### src/rtl/ysyx_041514_if_req_pkg.sv
// Shared constants and state encoding for the instruction-fetch request stage.
// Holds the reset PC, the canonical NOP and the IFREQ state enum.
package ysyx_041514_if_req_pkg;

    localparam logic [63:0] ysyx_041514_PC_START = 64'h0000_0000_8000_0000;
    localparam logic [63:0] ysyx_041514_INST_NOP = 64'h0000_0000_0000_0013;

    typedef enum logic [2:0] {
        ysyx_041514_IFREQ_IDLE = 3'd0,
        ysyx_041514_IFREQ_REQ  = 3'd1,
        ysyx_041514_IFREQ_WAIT = 3'd2,
        ysyx_041514_IFREQ_HOLD = 3'd3,
        ysyx_041514_IFREQ_KILL = 3'd4
    } ifreq_state_e;

endpackage

### src/rtl/ysyx_041514_next_pc.sv
// Next-fetch-PC priority mux: redirect beats BPU prediction beats sequential PC+4.
module ysyx_041514_next_pc #(
    parameter int XLEN = 64
) (
    input  logic [XLEN-1:0] i_pc,
    input  logic            i_redirect_valid,
    input  logic [XLEN-1:0] i_redirect_pc,
    input  logic            i_bpu_valid,
    input  logic [XLEN-1:0] i_bpu_pc,
    output logic [XLEN-1:0] o_next_pc
);

    logic [XLEN-1:0] w_seq_pc;

    // Wraps modulo 2^XLEN by construction.
    assign w_seq_pc = i_pc + XLEN'(4);

    always_comb begin
        if (i_redirect_valid) begin
            o_next_pc = i_redirect_pc;
        end else if (i_bpu_valid) begin
            o_next_pc = i_bpu_pc;
        end else begin
            o_next_pc = w_seq_pc;
        end
    end

endmodule

### src/rtl/ysyx_041514_if_req.sv
// Instruction-fetch request stage: owns the fetch PC, drives icache requests, presents data.
// Optional misaligned-target trapping via YSYX_041514_IF_MISALIGN_CHECK_EN.
module ysyx_041514_if_req
    import ysyx_041514_if_req_pkg::*;
#(
    parameter int              XLEN     = 64,
    parameter logic [XLEN-1:0] PC_RESET = XLEN'(ysyx_041514_PC_START)
) (
    input  logic            clk,
    input  logic            rst,
    input  logic            stall_i,
    input  logic            redirect_valid_i,
    input  logic [XLEN-1:0] redirect_pc_i,
    input  logic [XLEN-1:0] bpu_pc_i,
    input  logic            bpu_pc_valid_i,
    output logic            icache_req_valid_o,
    output logic [XLEN-1:0] icache_req_addr_o,
    input  logic            icache_req_ready_i,
    input  logic            icache_resp_valid_i,
    input  logic [XLEN-1:0] icache_resp_data_i,
`ifdef YSYX_041514_IF_MISALIGN_CHECK_EN
    output logic            if_misalign_o,
`endif
    output logic [XLEN-1:0] inst_addr_o,
    output logic            if_rdata_valid_o,
    output logic [XLEN-1:0] if_rdata_o
);

    ifreq_state_e    r_state;
    ifreq_state_e    w_state_nxt;
    ifreq_state_e    w_redir_dest;
    ifreq_state_e    w_kill_dest;
    logic [XLEN-1:0] r_pc;
    logic [XLEN-1:0] r_data;
    logic [XLEN-1:0] w_next_pc;
    logic [XLEN-1:0] w_redirect_pc;
    logic            w_rvalid;
    logic            w_accept;
    logic            w_tgt_misalign;
    logic            w_pending_nop;

`ifdef YSYX_041514_IF_MISALIGN_CHECK_EN
    logic            r_misalign;

    assign w_redirect_pc  = redirect_pc_i;
    assign w_tgt_misalign = (redirect_pc_i[1:0] != 2'b00);
    assign w_pending_nop  = r_misalign;
    assign if_misalign_o  = w_rvalid && (r_state == ysyx_041514_IFREQ_HOLD) && r_misalign;

    always_ff @(posedge clk) begin
        if (!rst) begin
            r_misalign <= 1'b0;
        end else if (redirect_valid_i) begin
            r_misalign <= w_tgt_misalign;
        end else if (w_accept) begin
            r_misalign <= 1'b0;
        end
    end
`else
    // Without the check, targets are silently word-aligned.
    assign w_redirect_pc  = {redirect_pc_i[XLEN-1:2], redirect_pc_i[1:0] & 2'b00};
    assign w_tgt_misalign = 1'b0;
    assign w_pending_nop  = 1'b0;
`endif

    assign w_accept     = w_rvalid && !stall_i;
    assign w_redir_dest = w_tgt_misalign ? ysyx_041514_IFREQ_HOLD : ysyx_041514_IFREQ_REQ;
    assign w_kill_dest  = w_pending_nop ? ysyx_041514_IFREQ_HOLD : ysyx_041514_IFREQ_REQ;

    ysyx_041514_next_pc #(
        .XLEN(XLEN)
    ) u_next_pc (
        .i_pc            (r_pc),
        .i_redirect_valid(redirect_valid_i),
        .i_redirect_pc   (w_redirect_pc),
        .i_bpu_valid     (bpu_pc_valid_i),
        .i_bpu_pc        (bpu_pc_i),
        .o_next_pc       (w_next_pc)
    );

    // NOTE: sequential state uses non-blocking assignments so every register samples pre-edge values.
    always_ff @(posedge clk) begin
        if (!rst) begin
            r_state <= ysyx_041514_IFREQ_IDLE;
        end else begin
            r_state <= w_state_nxt;
        end
    end

    // NOTE: w_state_nxt defaults to r_state so no path through this block infers a latch.
    always_comb begin
        w_state_nxt = r_state;
        if (redirect_valid_i) begin
            unique case (r_state)
                ysyx_041514_IFREQ_WAIT: w_state_nxt = icache_resp_valid_i ? w_redir_dest
                                                                          : ysyx_041514_IFREQ_KILL;
                ysyx_041514_IFREQ_KILL: w_state_nxt = ysyx_041514_IFREQ_KILL;
                default:                w_state_nxt = w_redir_dest;
            endcase
        end else begin
            unique case (r_state)
                ysyx_041514_IFREQ_IDLE: w_state_nxt = ysyx_041514_IFREQ_REQ;
                ysyx_041514_IFREQ_REQ: begin
                    if (icache_req_ready_i) w_state_nxt = ysyx_041514_IFREQ_WAIT;
                end
                ysyx_041514_IFREQ_WAIT: begin
                    if (icache_resp_valid_i) begin
                        w_state_nxt = w_accept ? ysyx_041514_IFREQ_REQ : ysyx_041514_IFREQ_HOLD;
                    end
                end
                ysyx_041514_IFREQ_HOLD: begin
                    if (w_accept) w_state_nxt = ysyx_041514_IFREQ_REQ;
                end
                ysyx_041514_IFREQ_KILL: begin
                    if (icache_resp_valid_i) w_state_nxt = w_kill_dest;
                end
                default: w_state_nxt = ysyx_041514_IFREQ_IDLE;
            endcase
        end
    end

    // Redirect suppresses valid in the same cycle; data is zeroed whenever not valid.
    always_comb begin
        icache_req_valid_o = (r_state == ysyx_041514_IFREQ_REQ);
        w_rvalid           = 1'b0;
        if_rdata_o         = '0;
        if (!redirect_valid_i) begin
            if ((r_state == ysyx_041514_IFREQ_WAIT) && icache_resp_valid_i) begin
                w_rvalid   = 1'b1;
                if_rdata_o = icache_resp_data_i;
            end else if (r_state == ysyx_041514_IFREQ_HOLD) begin
                w_rvalid   = 1'b1;
                if_rdata_o = w_pending_nop ? XLEN'(ysyx_041514_INST_NOP) : r_data;
            end
        end
    end

    assign if_rdata_valid_o  = w_rvalid;
    assign icache_req_addr_o = r_pc;
    assign inst_addr_o       = r_pc;

    // NOTE: the capture register is reset so if_rdata_o never exposes X, not for correctness.
    always_ff @(posedge clk) begin
        if (!rst) begin
            r_pc   <= PC_RESET;
            r_data <= '0;
        end else begin
            if (redirect_valid_i || w_accept) begin
                r_pc <= w_next_pc;
            end
            if ((r_state == ysyx_041514_IFREQ_WAIT) && icache_resp_valid_i && !redirect_valid_i) begin
                r_data <= icache_resp_data_i;
            end
        end
    end

endmodule
### config.mk
export PLATFORM = sky130hd
export DESIGN_NAME = ysyx_041514_if_req
export DESIGN_NICKNAME = d
export VERILOG_FILES = /design/src/rtl/ysyx_041514_if_req_pkg.sv /design/src/rtl/ysyx_041514_next_pc.sv /design/src/rtl/ysyx_041514_if_req.sv
export SDC_FILE = /design/constraint.sdc
export NUM_CORES = 1
export LEC_CHECK = 0
export BUFFER_PORTS_ARGS = -buffer_cell sky130_fd_sc_hd__buf_2
export CORE_AREA = 2 2 151 153
export DETAILED_ROUTE_END_ITERATION = 7
export DIE_AREA = 0 0 153 155
export PLACE_DENSITY_LB_ADDON = 0.15
export SYNTH_ARGS = -nofsm -noshare
export SYNTH_HDL_FRONTEND = slang
export SYNTH_SLANG_ARGS = --single-unit
### constraint.sdc
create_clock -name clk -period 5.52 [get_ports clk]
set_clock_uncertainty 0.1 [all_clocks]
set_input_delay 1.104 -clock clk [delete_from_list [all_inputs] [get_ports clk]]
set_output_delay 1.104 -clock clk [all_outputs]
set_load 0.005 [all_outputs]
==> impl_results.md <==
* Status: complete, no violations
* Net Sw Frac at 29.6%
* # rows at 55
* Period utilization at 66.1%
* CTS Sinks at 131
* Worst-margin pin slew at 0.919 ns
* Largest cells by area after synthesis: dfxtp_1 (32%), nand2_1 (15%), a21oi_1 (7.4%), buf_4 (5.9%), o21ai_0 (3.4%)
* CTS tree: yes
* HP Class: reg -> reg
* Psw at 747 uW
* Synthesized flop and latch total at 131
* Vias post-DR at 9837
* Design Area, Final at 0.0105 mm2
* Flop pwr share at 41.9%
* Yosys top cell by area: dfxtp_1
* # IOs at 393
* Die X at 153 um
* HPWL Detailed at 24200 um
* Number of H-tree levels at 4
* Minimum clock period at 3.65 ns
* Worst setup EP type: output port
* Max-slew violations at 0
* Synth warnings at 0
* ANT nets after route at 0
* Logic pwr share at 13.4%
* Hold Fails Final Rpt at 0
* Via-to-Cell Ratio at 5.53
* Cells after synthesis at 1203
* Vias in the first global route at 9094
* Post-CTS setup buffers at 0
* Post-place instance area at 0.00992 mm2
* Crit start category: primary input
* Clock Path Buffers at 2
* Largest net degree at the start of global routing at 69
* Fmax at 0.274 GHz
* Total GRT Usage at 27.0%
* Ys flop type: dfxtp_1
* Final core utilization at 47.2%
* Static Leak at 4.81 nW
* Pwr Total at 2.53 mW
* Mean cell area of the mapped netlist at 6.90 um2
* Hold slack final at 0.356 ns
* DRT Pass-1 Iters at 5
* Die Y at 155 um
* Global placer's final weighted congestion at 0.876
* Gr ovfl total at 0
* Worst Setup Path Type: in -> out
* Share of cells above drive strength 1 at 30.8%
* Number of fill cells at 2396
* Syn nets at 1403
* Routed wire length per instance at 18.8 um
* Int Power at 1.78 mW
* Worst-path clk slew at 0.07 ns
* Resized cells post-CTS at 0
* Hold Buf Count CTS at 0
* Starting Density at 37.4%
* Sequential share of the synthesized area at 31.6%
* Initial antenna violation count at 8
* Setup_tns at 0 ns
* RSZ-0062 raised after global routing: no
* PwrDens at 241 mW/mm2
* Worst-Skew Late Latency at 0.42 ns
* Slew headroom at 38.5%
* CP required at 4.32 ns
* Final setup fails at 0
* Clock power share at 44.7%
* Mapped cell area at 0.00830 mm2
* Top cell type's share of synthesized area at 31.6%
* Synth cell count leaders: nand2_1 (325), dfxtp_1 (131), a21oi_1 (122)
* Residual DRC at 0
* Clock Root Buffer: clkbuf_16
* Maxcap violations at 0
* Final nets at 1677
* Max rail drop VDD at 176 uV
* Worst path arrival time at 2.45 ns
* Most common cell in the synthesized netlist: nand2_1
* Critical Path Fanout Max at 41
* Global-route wire length before repair at 51000 um
* # port buffers at 390
* CTS Buf Count at 17
* Post-synth ARST share at 0%
* Area grow syn2layout at 26.5%
* EDFF count, synth at 0
* Die area at 0.0237 mm2
* DR iter-0 viols at 559
* Post-synth cell types at 73
* Final wirelength at 33500 um
* Core ar. at 0.0222 mm2
==> path summary, 6_finish.rpt <==
kind,start,end,slack [ns],cells after the start
worst max register to register,icache_req_addr_o[17],icache_req_addr_o[57],2.46,6
worst max-delay path,redirect_valid_i,if_rdata_o[23],1.87,7
worst min register to register,r_data[52],r_data[52],0.36,2
worst min-delay path,r_data[52],r_data[52],0.36,2
==> cells by family after synthesis <==
| group | Yosys count | share of synthesized area (%) |
|---|---|---|
| xor gates and xnor gates | 8 | 0.844 |
| AOI/OAI and AO/OA | 298 | 22.1 |
| buffers and inverters | 155 | 10.1 |
| DFF | 131 | 31.6 |
| adders and majority gates | 1 | 0.151 |
| and+or+nand+nor | 596 | 33.4 |
| muxes | 14 | 1.75 |
==> power by group through the flow <==
stage	Clock, mW	Combinational (mW)	Sequential (mW)
floorplan	0	0.200	1.05
global placement	0	0.335	1.08
detailed placement	0	0.338	1.08
CTS	1.15	0.339	1.06
global route	1.19	0.372	1.07
finish	1.13	0.338	1.06
==> stage by stage <==
step / setup WS [ns] / std cells
after floorplan: 2.18 / 1203
after global placement: 1.69 / 1743
after detailed placement: 1.70 / 1743
after CTS: 1.84 / 1775
after global routing: 1.75 / 1776
final: 1.87 / 1779
==> placed cells by master, fill, tap and decap left out, drive strengths merged, types with 8 or more instances in the layout <==
cell type	synthesis	final
buf	77	404
nand2	325	325
dfxtp	131	131
a21oi	122	122
o21ai	62	62
nand3	55	55
nor2	50	50
and3	35	35
nor3	32	32
nand4	28	28
clkbuf	72	18
nor4	16	16
inv	6	13
a221oi	12	12
o21a	10	10
a31oi	10	10
a211oi	10	10
mux2i	10	10
nand2b	8	8
and4	8	8
and2	8	8
or3	8	8
==> worst max-delay path, cell delays in order <==
cell      delay (ns)
buf_2           0.17
nand2b_1        0.20
nor3_2          0.14
buf_4           0.43
nand2_1         0.16
nand2_1         0.09
buf_2           0.12
==> cell type report <==
| type | instances | area (um2) | area share, % |
|---|---|---|---|
| multi-input combinational | 917 | 4860 | 46.3 |
| sequential | 131 | 2620 | 25.0 |
| timing repair buffer | 404 | 2060 | 19.6 |
| clock buffer | 18 | 429 | 4.09 |
| tap | 285 | 357 | 3.40 |
| clock inverter | 14 | 141 | 1.35 |
| inverter | 6 | 23.8 | 0.226 |
| antenna | 4 | 10.0 | 0.0953 |
==> layer usage <==
layer | wire length, um | vias up | global-route usage (%)
met5 | 53 | - | 0
met4 | 583 | 8 | 7.23
met3 | 2560 | 47 | 7.35
met2 | 16300 | 407 | 46.7
met1 | 14100 | 4600 | 33.1
li1 | - | 4775 | -
==> state kept, by name (all words and copies together), names as in the netlist <==
name               count
icache_req_addr_o     64
r_state                3
r_data                64
No activity file was read; power rests on OpenSTA's default activity.
